**src/rtl/regfile_write_arbiter_if.sv**
```systemverilog
// Writeback bus between the two requesters, the arbiter and the register file
// write port. The arbiter connects through the slave modport; the requester and
// register-file side connects through the master modport.
interface regfile_write_arbiter_if #(
    parameter int unsigned DATA_WIDTH = 32
);
    // Requester 0: ALU / immediate writeback
    logic                  Req0_Valid_i;
    logic [4:0]            Req0_Addr_i;
    logic [DATA_WIDTH-1:0] Req0_Data_i;
    logic                  Req0_Ready_o;

    // Requester 1: load / multi-cycle unit
    logic                  Req1_Valid_i;
    logic [4:0]            Req1_Addr_i;
    logic [DATA_WIDTH-1:0] Req1_Data_i;
    logic                  Req1_Ready_o;

    // Register file write port
    logic                  Reg_Write_o;
    logic [4:0]            Write_Register_o;
    logic [DATA_WIDTH-1:0] Write_Data_o;
    logic [31:0]           Write_Select_o;
    logic [3:0]            Wait_Count_o;

    modport slave (
        input  Req0_Valid_i, Req0_Addr_i, Req0_Data_i,
        output Req0_Ready_o,
        input  Req1_Valid_i, Req1_Addr_i, Req1_Data_i,
        output Req1_Ready_o,
        output Reg_Write_o, Write_Register_o, Write_Data_o, Write_Select_o, Wait_Count_o
    );

    modport master (
        output Req0_Valid_i, Req0_Addr_i, Req0_Data_i,
        input  Req0_Ready_o,
        output Req1_Valid_i, Req1_Addr_i, Req1_Data_i,
        input  Req1_Ready_o,
        input  Reg_Write_o, Write_Register_o, Write_Data_o, Write_Select_o, Wait_Count_o
    );
endinterface

```
**src/rtl/regfile_write_arbiter.sv**
```systemverilog
// Register-file write-port arbiter. Requester 0 has fixed priority; requester 1
// is force-granted after MAX_WAIT consecutive refused cycles. The granted write
// is registered and presented to the register file one cycle later, together
// with a one-hot register select.
//
// Optional build macro: REGFILE_X0_FILTER_EN
//   When defined, accepted writes to register 0 are swallowed at the port
//   (Reg_Write_o and Write_Select_o stay low) while address/data still update.
module regfile_write_arbiter #(
    parameter int unsigned DATA_WIDTH = 32,
    parameter int unsigned MAX_WAIT   = 4   // legal range 1..15
) (
    input  logic                    clk,
    input  logic                    reset,
    regfile_write_arbiter_if.slave  bus
);

    localparam logic [3:0] MaxWait = 4'(MAX_WAIT);

    logic                  grant0;
    logic                  grant1;

    logic [3:0]            wait_q, wait_d;
    logic                  we_q, we_d;
    logic [4:0]            reg_q, reg_d;
    logic [DATA_WIDTH-1:0] data_q, data_d;
    logic [31:0]           sel_q, sel_d;

    // Fixed priority to requester 0 unless requester 1 has waited MAX_WAIT cycles
    always_comb begin
        grant1 = bus.Req1_Valid_i & (~bus.Req0_Valid_i | (wait_q == MaxWait));
        grant0 = bus.Req0_Valid_i & ~grant1;
    end

    // Ready is masked during reset so no transfer is reported while state clears
    assign bus.Req0_Ready_o = grant0 & ~reset;
    assign bus.Req1_Ready_o = grant1 & ~reset;

    // Starvation counter: counts refused cycles of a pending requester 1 request
    always_comb begin
        wait_d = wait_q;
        if (!bus.Req1_Valid_i || grant1) begin
            wait_d = 4'd0;
        end else if (wait_q < MaxWait) begin
            wait_d = wait_q + 4'd1;
        end
    end

    // Next write presented to the register file; address/data hold when idle
    always_comb begin
        we_d   = 1'b0;
        reg_d  = reg_q;
        data_d = data_q;
        sel_d  = 32'd0;
        if (grant1 || grant0) begin
            we_d   = 1'b1;
            reg_d  = grant1 ? bus.Req1_Addr_i : bus.Req0_Addr_i;
            data_d = grant1 ? bus.Req1_Data_i : bus.Req0_Data_i;
            sel_d  = 32'd1 << reg_d;
`ifdef REGFILE_X0_FILTER_EN
            // x0 is hardwired to zero; accept the write but never strobe the port
            if (reg_d == 5'd0) begin
                we_d  = 1'b0;
                sel_d = 32'd0;
            end
`endif
        end
    end

    // State and output registers with synchronous reset
    always_ff @(posedge clk) begin
        if (reset) begin
            wait_q <= 4'd0;
            we_q   <= 1'b0;
            reg_q  <= 5'd0;
            data_q <= '0;
            sel_q  <= 32'd0;
        end else begin
            wait_q <= wait_d;
            we_q   <= we_d;
            reg_q  <= reg_d;
            data_q <= data_d;
            sel_q  <= sel_d;
        end
    end

    assign bus.Reg_Write_o      = we_q;
    assign bus.Write_Register_o = reg_q;
    assign bus.Write_Data_o     = data_q;
    assign bus.Write_Select_o   = sel_q;
    assign bus.Wait_Count_o     = wait_q;

endmodule

```
**src/flat_wrapper.sv**
```systemverilog
// flat-port wrapper written by rule: the top's interface ports become plain ports
module regfile_write_arbiter_flat 
#(
    parameter int unsigned DATA_WIDTH = 32,
    parameter int unsigned MAX_WAIT   = 4                       
)
  (clk, reset, bus_Req0_Valid_i, bus_Req0_Addr_i, bus_Req0_Data_i, bus_Req0_Ready_o, bus_Req1_Valid_i, bus_Req1_Addr_i, bus_Req1_Data_i, bus_Req1_Ready_o, bus_Reg_Write_o, bus_Write_Register_o, bus_Write_Data_o, bus_Write_Select_o, bus_Wait_Count_o);
  regfile_write_arbiter_if #(.DATA_WIDTH(DATA_WIDTH)) bus_i ();
  input  logic clk;
  input  logic reset;
  input wire logic [$bits(bus_i.Req0_Valid_i)-1:0] bus_Req0_Valid_i;
  input wire logic [$bits(bus_i.Req0_Addr_i)-1:0] bus_Req0_Addr_i;
  input wire logic [$bits(bus_i.Req0_Data_i)-1:0] bus_Req0_Data_i;
  output wire logic [$bits(bus_i.Req0_Ready_o)-1:0] bus_Req0_Ready_o;
  input wire logic [$bits(bus_i.Req1_Valid_i)-1:0] bus_Req1_Valid_i;
  input wire logic [$bits(bus_i.Req1_Addr_i)-1:0] bus_Req1_Addr_i;
  input wire logic [$bits(bus_i.Req1_Data_i)-1:0] bus_Req1_Data_i;
  output wire logic [$bits(bus_i.Req1_Ready_o)-1:0] bus_Req1_Ready_o;
  output wire logic [$bits(bus_i.Reg_Write_o)-1:0] bus_Reg_Write_o;
  output wire logic [$bits(bus_i.Write_Register_o)-1:0] bus_Write_Register_o;
  output wire logic [$bits(bus_i.Write_Data_o)-1:0] bus_Write_Data_o;
  output wire logic [$bits(bus_i.Write_Select_o)-1:0] bus_Write_Select_o;
  output wire logic [$bits(bus_i.Wait_Count_o)-1:0] bus_Wait_Count_o;
  assign bus_i.Req0_Valid_i = bus_Req0_Valid_i;
  assign bus_i.Req0_Addr_i = bus_Req0_Addr_i;
  assign bus_i.Req0_Data_i = bus_Req0_Data_i;
  assign bus_Req0_Ready_o = bus_i.Req0_Ready_o;
  assign bus_i.Req1_Valid_i = bus_Req1_Valid_i;
  assign bus_i.Req1_Addr_i = bus_Req1_Addr_i;
  assign bus_i.Req1_Data_i = bus_Req1_Data_i;
  assign bus_Req1_Ready_o = bus_i.Req1_Ready_o;
  assign bus_Reg_Write_o = bus_i.Reg_Write_o;
  assign bus_Write_Register_o = bus_i.Write_Register_o;
  assign bus_Write_Data_o = bus_i.Write_Data_o;
  assign bus_Write_Select_o = bus_i.Write_Select_o;
  assign bus_Wait_Count_o = bus_i.Wait_Count_o;
  regfile_write_arbiter #(.DATA_WIDTH(DATA_WIDTH), .MAX_WAIT(MAX_WAIT)) u_core (.clk(clk), .reset(reset), .bus(bus_i));
endmodule
```
**config.mk**
```make
export PLATFORM = sky130hd
export DESIGN_NAME = regfile_write_arbiter_flat
export DESIGN_NICKNAME = d
export VERILOG_FILES = /design/src/rtl/regfile_write_arbiter_if.sv /design/src/rtl/regfile_write_arbiter.sv /design/src/flat_wrapper.sv
export SDC_FILE = /design/constraint.sdc
export NUM_CORES = 1
export LEC_CHECK = 0
export ABC_CLOCK_PERIOD_IN_PS = 3850
export CAP_MARGIN = 40
export CELL_PAD_IN_SITES_DETAIL_PLACEMENT = 1
export CELL_PAD_IN_SITES_GLOBAL_PLACEMENT = 1
export CORE_ASPECT_RATIO = 1.75
export CORE_UTILIZATION = 29
export DETAILED_ROUTE_END_ITERATION = 12
export PLACE_DENSITY = 0.82
export SLEW_MARGIN = 10
export SYNTH_ARGS = -nofsm -noshare
export SYNTH_HDL_FRONTEND = slang
export SYNTH_SLANG_ARGS = --single-unit
```
**constraint.sdc**
```tcl
create_clock -name clk -period 3.85 [get_ports clk]
set_input_delay 1.155 -clock clk [delete_from_list [all_inputs] [get_ports clk]]
set_output_delay 1.155 -clock clk [all_outputs]
set_load 0.01 [all_outputs]
```
# [After elaboration in Yosys (flattened, before gate mapping)]
# Index checks and enable logic that the tools add are counted.
[op_classes] add_sub_neg=1 mul=0 n_div=0 n_lt_le_gt_ge=1 eq_ne=1 shifts=1 n_mux=3 bitwise_logic=9 reduce_logical=5
[op_table] op="2-to-1 mux 32 bit" count=1
[op_table] op="left shift 1 x 5 -> 32 bit (first input constant)" count=1
[op_table] op="2-to-1 mux 5 bit" count=1
[op_table] op="adder 4 x 1 -> 4 bit (second input constant)" count=1
[op_table] op="bitwise AND 1 bit" count=4
[op_table] op="equality test 4 x 3 -> 1 bit (second input constant)" count=1
[op_table] op="less-than comparator 4 x 3 -> 1 bit (second input constant)" count=1
[op_table] op="inverter 1 bit" count=4
[op_table] op="OR reduction 2 bit" count=2
[op_table] op="logical OR 1 bit" count=2
[op_table] op="logical NOT 1 bit" count=1
[op_table] op="2-to-1 mux 1 bit" count=1
[op_table] op="OR 1 bit" count=1
[word_totals] register_bits=74 latch_bits=0 mem_bits_rw=0 rom_bits=0 inputBits=78 out_inout_bits=76 wordCells=26 mem_count=0

# [Longest topological paths before layout]
[depth] depth_word=8 ltp_mapped=8 mapped_depth_nobuf=6

# [Worst setup path before layout]
# No wires, ideal clock.
[synth_timing] path_kind="input-to-output" from="input bus_Req0_Valid_i" to="output bus_Req0_Ready_o" t_arrival_ps=1853 required_time_ps=2695 path_slack_ps=842 path_stages=3 path_buffers=2 path_cell_list="buf_2 -> nor3b_2 -> buf_2"
[synth_between] elab_chain_len=6
[synth_lines] element="start: declaration" line_no="flat_wrapper.sv:11" source="input wire logic [$bits(bus_i.Req0_Valid_i)-1:0] bus_Req0_Valid_i;"
[synth_lines] element="inverter 1 bit" line_no="regfile_write_arbiter.sv:31" source="grant1 = bus.Req1_Valid_i & (~bus.Req0_Valid_i | (wait_q == MaxWait));"
[synth_lines] element="OR 1 bit" line_no="regfile_write_arbiter.sv:31"
[synth_lines] element="bitwise AND 1 bit" line_no="regfile_write_arbiter.sv:31"
[synth_lines] element="inverter 1 bit" line_no="regfile_write_arbiter.sv:32" source="grant0 = bus.Req0_Valid_i & ~grant1;"
[synth_lines] element="bitwise AND 1 bit *" line_no="regfile_write_arbiter.sv:32"
[synth_lines] element="bitwise AND 1 bit *" line_no="regfile_write_arbiter.sv:36" source="assign bus.Req0_Ready_o = grant0 & ~reset;"
[synth_lines] element="end: declaration" line_no="flat_wrapper.sv:14" source="output wire logic [$bits(bus_i.Req0_Ready_o)-1:0] bus_Req0_Ready_o;"
# Every way passes the cells marked *; elsewhere a longest branch is shown, timed or not.

# [Final worst setup path]
[layout_timing] from="input bus_Req1_Valid_i" to="output bus_Req1_Ready_o"
[layout_between] elab_chain_len=2
[layout_lines] element="start: declaration" line_no="flat_wrapper.sv:15" source="input wire logic [$bits(bus_i.Req1_Valid_i)-1:0] bus_Req1_Valid_i;"
[layout_lines] element="bitwise AND 1 bit" line_no="regfile_write_arbiter.sv:31"
[layout_lines] element="bitwise AND 1 bit" line_no="regfile_write_arbiter.sv:37" source="assign bus.Req1_Ready_o = grant1 & ~reset;"
[layout_lines] element="end: declaration" line_no="flat_wrapper.sv:18" source="output wire logic [$bits(bus_i.Req1_Ready_o)-1:0] bus_Req1_Ready_o;"
# No other way between the ends.

==> impl_metrics.csv <==
group,metric,value,unit
critical_path,critical_path_arrival,2600,ps
final_layout,fillers,1103,
detailed_routing,drt_iter0_drc,202,
clock_tree,insertion_delay,340,ps
floorplan,fp.dieH,132.0,um
clock_tree,tritoncts,"built",
sta,fin_crit_sh,97.49,%
synthesis,yosysMostFrequentCell,"nand2_1",
final_layout,finalNonFillerCells,595,
critical_path,worst-path-max-fanout,3,
power,ir_worst_vdd,0.2585,mV
final_layout,multi_input_area,1246,um^2
synthesis,synthMuxAreaShare,0,%
floorplan,dieArea,10070,um^2
detailed_routing,wl_per_cell,17.53,um
synthesis,syn_nets,394,
clock_tree,cts_setup_buffers,0,
sta,tightest_slew,564.2,ps
synthesis,synth_edf_count,0,
floorplan,fp.dieW,76.28,um
sta,fmax,0.2664,GHz
synthesis,synth_seq_cells,74,
power,power_density,413.2,nW/um^2
sta,period_needed,3753,ps
synthesis,synth_xor_area_share,0.3128,%
critical_path,r2r_start,"u_core.bus.Wait_Count_o[0]$_SDFFE_PP0N_",
global_route,antenna_found_initial,0,
final_layout,area_delta_synth_final,71.05,%
global_route,grt_max_degree,43,
global_route,gr-total-overflow,0,
critical_path,path_class,"in -> out",
floorplan,start_util,29.76,%
critical_path,endpoint_kind,"output port",
power,p_leak,1.851,nW
sta,setup_tns,0,ps
placement,hpwl,7.680,mm
critical_path,critPathLaunchType,"input pin",
global_route,grt_pass1_vias,3352,
detailed_routing,num_vias,3145,
detailed_routing,vias_per_cell,5.286,
final_layout,final_net_count,549,
placement,dp_cells,580,
placement,place_ws,53.03,ps
detailed_routing,drtAntennaViolNets,0,
synthesis,synthSimpleGateAreaFrac,24.13,%
synthesis,synth_top_family_by_area,"simple AND/OR/NAND/NOR gates",
synthesis,synthArstFlopShare,0,%
synthesis,synth_ff_type,"dfxtp_1",
synthesis,yosys.area.top_type_share,52.90,%
clock_tree,root_buffer,"clkbuf_16",
clock_tree,clockBufferDepth,2,
critical_path,cp.required,2690,ps
synthesis,seq_area_frac_synth,52.90,%
final_layout,regArea,1481,um^2
sta,slew_violations,0,
synthesis,synth.distinct_cells,29,
clock_tree,numCtsBuffers,9,
floorplan,row_count,47,
global_route,grt_pass1_wl,16.50,mm
synthesis,synth-compound-area-share,18.63,%
sta,hold_viol,0,
critical_path,setup.worst_path.start,"bus_Req1_Valid_i",
power,power.total,1.979,mW
synthesis,post_synth_inst_count,314,
run,drv_cap,0,
placement,gp_congestion,0.8506,
synthesis,yosysTopAreaCell,"dfxtp_1",
synthesis,synth_fa_ha_area_share,0.8937,%
synthesis,synth_warnings,0,
detailed_routing,firstDrtPassIters,6,
clock_tree,htree_levels,3,
sta,max-slew-margin-rel,62.27,%
synthesis,synthTopCellsByArea,"dfxtp_1 53%, nand2_1 10%, a22oi_1 9.9%, nand3_1 4.1%, o22ai_1 4.0%",
sta,setup_viol,0,
detailed_routing,postRouteWirelength,10.43,mm
final_layout,drive_gt1_share,7.400,%
placement,io_buffer_count,153,
status,status,"finished clean",
synthesis,mappedNetlistArea,2800,um^2
synthesis,avgSynthCellArea,8.918,um^2
final_layout,antenna_cells,0,
floorplan,ios,154,
clock_tree,clk_pin_slew,60,ps
sta,setup_ws,96.80,ps
sta,fin_skew,5.632,ps
floorplan,core_area,9409,um^2
min_path,min-delay-start,"u_core.bus.Write_Data_o[2]$_SDFFE_PP0N_",
synthesis,synthTopCellsByCount,"76 x nand2_1, 74 x dfxtp_1, 37 x a22oi_1",
clock_tree,cts.sinks,74,
global_route,track_usage,21.06,%
sta,rsz0062_at_grt,"no",
detailed_routing,drc,0,
min_path,hold_class,"reg -> reg",
cell usage in the layout (no fill, tap or decap), types with 2 or more instances in the layout:
cell type,synthesis,layout
o32ai_1,6,6
clkinv_2,0,3
dfxtp_1,74,74
inv_1,4,4
o22ai_1,18,18
nand2b_1,4,4
nor2_1,16,16
bufinv_16,0,2
a21oi_1,11,11
or2_2,6,6
nand4_1,2,2
a22oi_1,37,37
nand3_1,23,23
clkbuf_16,0,9
buf_4,1,7
ha_1,2,2
clkdlybuf4s50_1,0,152
or3_1,3,3
nor2b_1,5,4
nand2_1,76,76
per-stage QoR:
step	utilization, %	cell area [um^2]	hold WS (ps)
2_1_floorplan	-	2800	511.4
3_3_place_gp	47.58	4477	457.9
3_5_place_dp	47.58	4477	464.0
4_1_cts	50.85	4785	483.0
5_1_grt	50.90	4790	496.3
6_report	50.90	4790	478.5
routing by layer:
layer | GRT usage, % | wire length [um] | vias up
li1 | - | - | 1426
met1 | 18.79 | 3475 | 1521
met2 | 40.64 | 5838 | 157
met3 | 3.737 | 587 | 41
met4 | 16.13 | 532 | 0
met5 | 0 | 0 | -
cells by family after synthesis:
kind of cell | count (synthesis)
buffers and inverters | 20
adder cells (fa/ha/maj) | 2
AND/OR/NAND/NOR | 143
flip-flops | 74
XOR/XNOR | 1
AO/OA/AOI/OAI | 74
layout make-up:
cell class / instances / area share, %
tap: 122 / 3.187
clock inverter: 6 / 1.724
clock buffer: 9 / 4.702
multi-input combinational: 220 / 26.02
inverter: 4 / 0.3135
sequential: 74 / 30.93
timing repair buffer: 160 / 33.12
power by group:
part / internal, mW / total, mW / leakage [nW] / switching [mW]
logic: 0.157 / 0.277 / 1.09 / 0.120
registers: 0.799 / 0.817 / 0.606 / 0.0178
clock network: 0.560 / 0.885 / 0.151 / 0.325
flip-flops by register name, summed over array words and instances (netlist names):
register                     count
u_core.bus.Reg_Write_o           1
u_core.bus.Wait_Count_o          4
u_core.bus.Write_Data_o         32
u_core.bus.Write_Register_o      5
u_core.bus.Write_Select_o       32
worst max-delay path, stage by stage:
cell,delay (ps)
clkdlybuf4s50_1,510
nor2b_2,190
a21boi_4,190
clkdlybuf4s50_1,560
worst paths after layout:
path	slack [ps]	endpoint	depth (start not counted)
max	100	bus_Req1_Ready_o	4
min	480	u_core.bus.Write_Data_o[2]$_SDFFE_PP0N_	2
max reg2reg	1700	u_core.bus.Write_Select_o[11]$_SDFF_PP0_	7
min reg2reg	480	u_core.bus.Write_Data_o[2]$_SDFFE_PP0N_	2
timing repair:
item | CTS | global route
endpoints found under the setup margin | 0 | 2
hold buffers | 0 | 0
resized for setup | 0 | 2
(Power assumes the default switching activity.)
